$ cat config.mk
export PLATFORM = sky130hd
export DESIGN_NAME = hyperram_txn_engine
export DESIGN_NICKNAME = d
export VERILOG_FILES = /design/src/rtl/hyperram_txn_engine.sv
export SDC_FILE = /design/constraint.sdc
export NUM_CORES = 1
export LEC_CHECK = 0
export CAP_MARGIN = 20
export CORE_MARGIN = 1
export CORE_UTILIZATION = 50
export CTS_CLUSTER_SIZE = 14
export DETAILED_ROUTE_END_ITERATION = 8
export DONT_BUFFER_PORTS = 1
export PLACE_DENSITY = 0.74
export RECOVER_POWER = 25
export SETUP_SLACK_MARGIN = 0.05
export SLEW_MARGIN = 20
export SYNTH_ARGS = -nofsm -noshare
export SYNTH_HDL_FRONTEND = slang
export SYNTH_SLANG_ARGS = --single-unit
$ cat constraint.sdc
create_clock -name wb_clk_i -period 3.74 [get_ports wb_clk_i]
set_input_delay 0.374 -clock wb_clk_i [delete_from_list [all_inputs] [get_ports wb_clk_i]]
set_output_delay 0.374 -clock wb_clk_i [all_outputs]
set_load 0.01 [all_outputs]
$ cat src/rtl/hyperram_txn_engine.sv
// hyperram_txn_engine: runs one complete 32-bit HyperBus read or write per accepted request
module hyperram_txn_engine #(
  parameter int LATENCY     = 6,
  parameter int CSHI_CYCLES = 4,
  parameter int TIMEOUT     = 64
) (
  input  logic        wb_clk_i,
  input  logic        wb_rst_i,
  input  logic        req_valid_i,
  output logic        req_ready_o,
  input  logic        req_we_i,
  input  logic [31:0] req_adr_i,
  input  logic [3:0]  req_sel_i,
  input  logic [31:0] req_wdata_i,
  output logic        rsp_valid_o,
  output logic        rsp_err_o,
  output logic [31:0] rsp_rdata_o,
  output logic        hb_cs_n_o,
  output logic        hb_ck_o,
  output logic        hb_rwds_o,
  output logic        hb_rwds_oe_o,
  input  logic        hb_rwds_i,
  output logic [7:0]  hb_dq_o,
  output logic        hb_dq_oe_o,
  input  logic [7:0]  hb_dq_i
);
  typedef enum logic [2:0] {IDLE, CA, LAT, DATA, CSHI} state_t;
  localparam logic [15:0] CA_LAST   = 16'd5;
  localparam logic [15:0] LAT1_LAST = 16'(2 * LATENCY - 7);
  localparam logic [15:0] LAT2_LAST = 16'(4 * LATENCY - 7);
  localparam logic [15:0] WR_LAST   = 16'd3;
  localparam logic [15:0] TO_LAST   = 16'(TIMEOUT - 1);
  localparam logic [15:0] CSHI_LAST = 16'(CSHI_CYCLES - 1);
  state_t state, state_n;
  logic [15:0] cnt, cnt_n;
  logic        we_q, dbl, rwds_q;
  logic [3:0]  sel_q;
  logic [31:0] wdata_q, rdata_q, rdata_n;
  logic [29:0] adr_q, adr_n;
  logic [1:0]  nb;
  logic        acc, cap, rd_done, we_n, act, rsp_n;
  logic [31:0] ha;
  logic [47:0] ca;
  logic [2:0]  k;
  logic [7:0]  dq_n;
  logic        unused_adr;
  assign unused_adr = ^req_adr_i[1:0];
  // next state, per-state cycle count, read capture and next pad byte
  always_comb begin
    acc = req_valid_i & req_ready_o;
    we_n = acc ? req_we_i : we_q;
    adr_n = acc ? req_adr_i[31:2] : adr_q;
    ha = {1'b0, adr_n, 1'b0};
    ca = {~we_n, 1'b0, 1'b1, ha[31:3], 13'd0, ha[2:0]};
    cap = state == DATA && !we_q && hb_rwds_i != rwds_q;
    rd_done = cap && nb == 2'd3;
    rdata_n = rdata_q;
    if (cap) rdata_n[{nb[1], ~nb[0], 3'b000} +: 8] = hb_dq_i;
    state_n = state;
    case (state)
      IDLE:    state_n = acc ? CA : IDLE;
      CA:      state_n = cnt == CA_LAST ? LAT : CA;
      LAT:     state_n = cnt == (dbl ? LAT2_LAST : LAT1_LAST) ? DATA : LAT;
      DATA:    state_n = (we_q ? cnt == WR_LAST : rd_done || cnt == TO_LAST) ? CSHI : DATA;
      CSHI:    state_n = cnt == CSHI_LAST ? IDLE : CSHI;
      default: state_n = IDLE;
    endcase
    cnt_n = state_n != state ? 16'd0 : cnt + 16'd1;
    k = cnt_n[2:0];
    act = state_n == CA || state_n == LAT || state_n == DATA;
    rsp_n = state == DATA && state_n == CSHI;
    dq_n = state_n == CA ? ca[{3'd5 - k, 3'b000} +: 8] :
           state_n == DATA && we_q ? wdata_q[{k[1], ~k[0], 3'b000} +: 8] : 8'd0;
  end
  // state, request latches, latency flag and read data assembly
  always_ff @(posedge wb_clk_i) begin
    if (wb_rst_i) begin
      state <= IDLE;
      cnt <= '0;
      we_q <= 1'b0;
      sel_q <= '0;
      wdata_q <= '0;
      adr_q <= '0;
      dbl <= 1'b0;
      rwds_q <= 1'b0;
      nb <= '0;
      rdata_q <= '0;
    end else begin
      state <= state_n;
      cnt <= cnt_n;
      rwds_q <= hb_rwds_i;
      if (acc) begin
        we_q <= req_we_i;
        sel_q <= req_sel_i;
        wdata_q <= req_wdata_i;
        adr_q <= req_adr_i[31:2];
      end
      if (state == CA && cnt == 16'd2) dbl <= hb_rwds_i;
      nb <= acc ? 2'd0 : nb + {1'b0, cap};
      rdata_q <= acc ? 32'd0 : rdata_n;
    end
  end
  // registered pad and response outputs, derived from the upcoming cycle
  always_ff @(posedge wb_clk_i) begin
    if (wb_rst_i) begin
      req_ready_o <= 1'b0;
      rsp_valid_o <= 1'b0;
      rsp_err_o <= 1'b0;
      rsp_rdata_o <= '0;
      hb_cs_n_o <= 1'b1;
      hb_ck_o <= 1'b0;
      hb_rwds_o <= 1'b0;
      hb_rwds_oe_o <= 1'b0;
      hb_dq_o <= '0;
      hb_dq_oe_o <= 1'b0;
    end else begin
      req_ready_o <= state_n == IDLE;
      rsp_valid_o <= rsp_n;
      rsp_err_o <= rsp_n && !we_q && !rd_done;
      rsp_rdata_o <= rsp_n ? rdata_n : 32'd0;
      hb_cs_n_o <= !act;
      hb_ck_o <= act && state != IDLE && !hb_ck_o;
      hb_dq_o <= dq_n;
      hb_dq_oe_o <= state_n == CA || (state_n == DATA && we_q);
      hb_rwds_oe_o <= state_n == DATA && we_q;
      hb_rwds_o <= state_n == DATA && we_q && !sel_q[{k[1], ~k[0]}];
    end
  end
endmodule

# Yosys cells after proc, flatten, opt, wreduce, memory -nomap -nowiden
# Cells that the tools add are included.
[op_classes]
add_sub_neg = 4
n_mul = 0
n_div = 0
order_cmp = 1
n_eq_ne = 16
shifts = 4
muxes = 17
n_bitwise = 5
n_reduce_logical = 26
[op_table]
columns = ["operator", "count"]
rows = [
  ["$shiftx 48x7->8", 1],
  ["$bwmux 32", 1],
  ["$eq 16x2->1 const B", 2],
  ["$mux 32", 1],
  ["$shift 8x7->32 const A", 1],
  ["$shiftx 32x6->8", 1],
  ["$shiftx 8x7->32", 1],
  ["$mux 30", 1],
  ["$add 16x1->16 const B", 1],
  ["$eq 16x3->1 const B", 1],
  ["$eq 16x5->1", 1],
  ["$eq 16x6->1 const B", 1],
  ["$mux 8", 2],
  ["$pmux 3 s5", 1],
  ["$eq 3x2->1 const B", 4],
  ["$logic_and 1x1->1", 11],
  ["$mux 3", 3],
  ["$neg 5->7", 1],
  ["$eq 3x1->1 const B", 2],
  ["$eq 3x3->1 const B", 2],
  ["$logic_not 3->1", 2],
  ["$reduce_or 2->1", 3],
  ["$logic_not 1->1", 5],
  ["$mux 1", 5],
  ["other kinds (13)", 19],
]
[totals]
reg_bits = 170
latch_bits = 0
mem_bits_rw = 0
rom_bits = 0
in_bits = 81
out_inout_bits = 48
wordCells = 94
mem_count = 0

# Longest topological paths before layout
[depth]
ltp_word = 15
depth_mapped = 12
mapped_depth_nobuf = 10

# Worst setup path after synthesis
# No wires, ideal clock.
[synth_path]
path_kind = "register -> register"
startpoint = "register cnt[1]"
endpoint = "register hb_dq_o[0]"
setup_time_ns = 0.124
t_arrival_ns = 2.543
t_required_ns = 3.616
slack_ns = 1.073
path_stages_with_launch = 10
path_buffers = 0
period_less_slack_ns = 2.667
cell_sequence = "dfxtp_1 -> ha_1 -> nor3b_1 -> a41o_1 -> o21a_1 -> o221a_2 -> nor3_2 -> mux2_1 -> and3_1 -> a2111o_1"
[synth_between]
elab_chain_cells = 11
elab_cells_between_ends = 23
classes_between = "add/sub: 2; eq/ne: 7; shift: 2; mux: 9; bitwise: 1; reduce/logical: 2"
[synth_rtl]
columns = ["item", "line_no", "rtl"]
rows = [
  ["start, declared", "35", "logic [15:0] cnt, cnt_n;"],
  ["start signal, assigned", "90", "cnt <= cnt_n;"],
  ["parallel branches: the longest is 10 deep, another holds $sub 3x3->3", "n/a", ""],
  ["$mux 8 *", "72", "dq_n = state_n == CA ? ca[{3'd5 - k, 3'b000} +: 8] :"],
  ["end signal, assigned", "123", "hb_dq_o <= dq_n;"],
  ["end, declared", "23", "output logic [7:0] hb_dq_o,"],
]
# Every way passes the cells marked *.
# A chain may end at the register's enable or synchronous reset.

# Worst setup path after layout
[layout_path]
startpoint = "register cnt[1]"
endpoint = "register hb_dq_o[2]"
# Same word-level chain as after synthesis.

==> results_dict.tcl <==
set metrics [dict create \
    hp-class "in2reg" \
    yosysWarnings 0 \
    hpwl_um 10600 \
    startpoint_type "flip-flop" \
    drt_iter0_markers 319 \
    ios 129 \
    antenna_found_initial 0 \
    p_sw_share_pct 24.4 \
    crit_type "reg2reg" \
    ys_async_sr_fraction_pct 0 \
    rows 42 \
    multi_input_area_mm2 0.00321 \
    grt_pass1_vias 5156 \
    fillCellCount 1143 \
    ant_nets 0 \
    drv_slew 0 \
    grt_setup_unrepaired "false" \
    power.density_mw_per_mm2 533 \
    drt_pass1_iterations 9 \
    synthMuxAreaShare_pct 4.00 \
    crit_buf_inv 1 \
    min_period_over_period_pct 85.4 \
    yosys_most_used_dff "dfxtp_1" \
    worstPathCellList "ha_1 -> nor3b_1 -> a41o_1 -> o21a_1 -> o221a_2 -> nor3_4 -> buf_4 -> mux2_2 -> o211ai_1 -> nand4_1" \
    worstPathRequired_ns 4.03 \
    cts_buffers 17 \
    layout.nets 880 \
    overflow 0 \
    clockBufferDepth 2 \
    routed_wirelength_um 15400 \
    synth_cell_types 59 \
    syn2layout_area_growth_pct 10.1 \
    status "completed" \
    cts.sinks 170 \
    initial_core_util_pct 51.6 \
    dieArea_mm2 0.0142 \
    post_drt_wl_per_cell_um 15.7 \
    synth_xor_area_share_pct 2.04 \
    ys_ff_latch 170 \
    cts_resized 0 \
    ir_drop_uv 334 \
    synth-simple-area-share_pct 24.7 \
    placed_cells 947 \
    drv_cap 0 \
    synth-adder-area-share_pct 1.64 \
    synth_compound_area_share_pct 14.3 \
    layout-drive-gt1-share_pct 8.47 \
    htreeDepth 4 \
    vias_per_cell 5.59 \
    syn_area_mm2 0.00686 \
    synth-seq-area-share_pct 49.6 \
    antenna_cells 0 \
    cts_setup_buffers 0 \
    grt_first_pass_wirelength_um 24500 \
    dieHeight_um 119 \
    netlist_instances 813 \
    clk_pin_slew_ns 0.07 \
    avgSynthCellArea_um2 8.43 \
    cellLeakagePower_nw 2.94 \
    stdcell_count 979 \
    critPathTopFamily "compound AO/OA/AOI/OAI gates" \
    max_stage_delay_ns 0.47 \
    critical_path_peak_fanout 21 \
    worstSetupEndpointType "flip-flop" \
    synth_top_area_cell "dfxtp_1" \
    clockPowerShare_pct 45.4 \
    root_buffer "clkbuf_16" \
    hold_viol_final 0 \
    fin_setup_tns_ns 0 \
    maxSlewHeadroom_pct 2.92 \
    p_sw_uw 979 \
    routabilityCongestion 0.831 \
    final_core_util_pct 56.8 \
    share_comb_of_total_power_pct 7.6 \
    port_buffers 0 \
    regArea_mm2 0.00340 \
    setup_viol 0 \
    synth-edff-count 0 \
    core_mm2 0.0133 \
    finClkSkew_ns 0.0130 \
    drc 0 \
    clock_latency_ns 0.43 \
    syn-num-nets 903 \
    p_int_mw 3.04 \
    tightest_slew_ns 1.46 \
    hold_buffers 0 \
    arrival_ns 3.49 \
    grtUsageTotal_pct 21.8 \
    die_x_um 119 \
    cts_tree "done" \
    grt_max_degree 80 \
    synth_top_family_by_area "simple AND/OR/NAND/NOR gates" \
    synth_top_area_share_pct 49.6 \
    max_freq_ghz 0.313 \
    cpMaxStageDelayCell "nor3_4" \
    synth.area.top_cells "dfxtp_1 50%, nand2_1 8.5%, a21oi_1 7.4%, nor2_1 5.6%, and3_1 3.8%" \
    num_vias 5475 \
    min_period_ns 3.20 \
    p_seq_share_pct 47.0 \
]
-- worst register-to-register path, delay by kind of cell (launching register included) --
kind	cells	cell delay, ns
adder cells (fa/ha/maj)	1	0.28
flip-flops	1	0.35
AO/OA/AOI/OAI	4	0.92
AND/OR/NAND/NOR	3	0.79
buffers and inverters	1	0.36
multiplexers	1	0.36
-- cell families after synthesis --
logic type	Yosys count
compound gates	161
xor+xnor	16
fa+ha+maj	9
buf+inv	63
flops	170
mux	24
simple gates	370
-- power groups by stage --
stage	Combinational [mW]	Sequential [mW]	Clock (mW)
CTS	0.304	1.89	1.84
finish	0.305	1.89	1.83
detailed placement	0.302	1.93	0
global placement	0.293	1.93	0
global route	0.339	1.89	1.92
floorplan	0.255	1.92	0
-- flip-flops by register name, indices dropped and copies added, names as in the netlist, 3 cells and up --
name	cells
rdata_q	32
hb_dq_o	8
wdata_q	32
adr_q	30
sel_q	4
cnt	16
rsp_rdata_o	32
state	3
-- per-stage QoR --
stage               cell area [um2]  setup slack, ns  power [mW]  hold WS (ns)
floorplan                      6860             1.07        2.17         0.433
global placement               6950            0.657        2.22         0.435
detailed placement             6950            0.558        2.23         0.440
CTS                            7560            0.552        4.04        0.0185
global route                   7550            0.345        4.15      0.000210
finish                         7550            0.545        4.02        0.0177
-- cell usage in the layout (no fill, tap or decap), drive strengths merged, types with 3 or more instances in the layout --
cell / count
o21a: 3
a211o: 4
o21ai: 10
clkinvlp: 3
dfxtp: 170
buf: 7
ha: 9
mux2i: 6
a21o: 4
nor2: 103
nand2: 156
nor4: 5
xor2: 8
nand4: 9
xnor2: 8
mux2: 17
o211ai: 5
inv: 19
a21boi: 3
nand3: 23
clkbuf: 19
and3: 42
bufinv: 3
nor3b: 4
or3: 3
a21oi: 102
nor3: 6
and2: 7
o22ai: 8
nand2b: 4
o2111ai: 3
-- Yosys cell counts, types with 4 or more instances --
cell and instances:
o211ai_1 5, xor2_1 8, nand2_1 156, ha_1 9
a211o_1 4, inv_1 13, xnor2_1 8, clkbuf_1 32
and3_1 42, nand3_1 23, mux2_2 15, a21o_1 4
a21oi_1 101, mux2i_1 6, o22ai_1 8, nor3_1 5
o21ai_0 9, and2_0 4, nor2_1 103, buf_1 12
nand4_1 9, dfxtp_1 170, buf_2 4, nand2b_1 4
-- metal layers --
metal	global-route usage, %	vias up	wire (um)
li1	-	2719	-
met4	7.44	0	262
met2	37.4	174	7590
met3	7.81	21	1130
met1	25.0	2561	6430
met5	0	-	0
-- cell type report --
| cell class | count | share of cell area (%) |
|---|---|---|
| tap | 176 | 2.92 |
| multi-input combinational | 580 | 42.5 |
| clock buffer | 18 | 5.69 |
| clock inverter | 14 | 2.42 |
| sequential | 170 | 45.1 |
| timing repair buffer | 8 | 0.762 |
| inverter | 13 | 0.646 |
-- path summary, 6_finish.rpt --
| path | slack, ns | cells after the start | to | start |
|---|---|---|---|---|
| max reg2reg | 0.54 | 10 | hb_dq_o[2]$_SDFF_PP0_ | cnt[1]$_SDFF_PP0_ |
| min | 0.02 | 1 | rwds_q$_SDFF_PP0_ | wb_rst_i |
| max | 0.54 | 10 | hb_dq_o[2]$_SDFF_PP0_ | cnt[1]$_SDFF_PP0_ |
| min reg2reg | 0.45 | 2 | wdata_q[4]$_SDFFE_PP0P_ | wdata_q[4]$_SDFFE_PP0P_ |
Note: power is estimated with default switching activity, not from simulation.
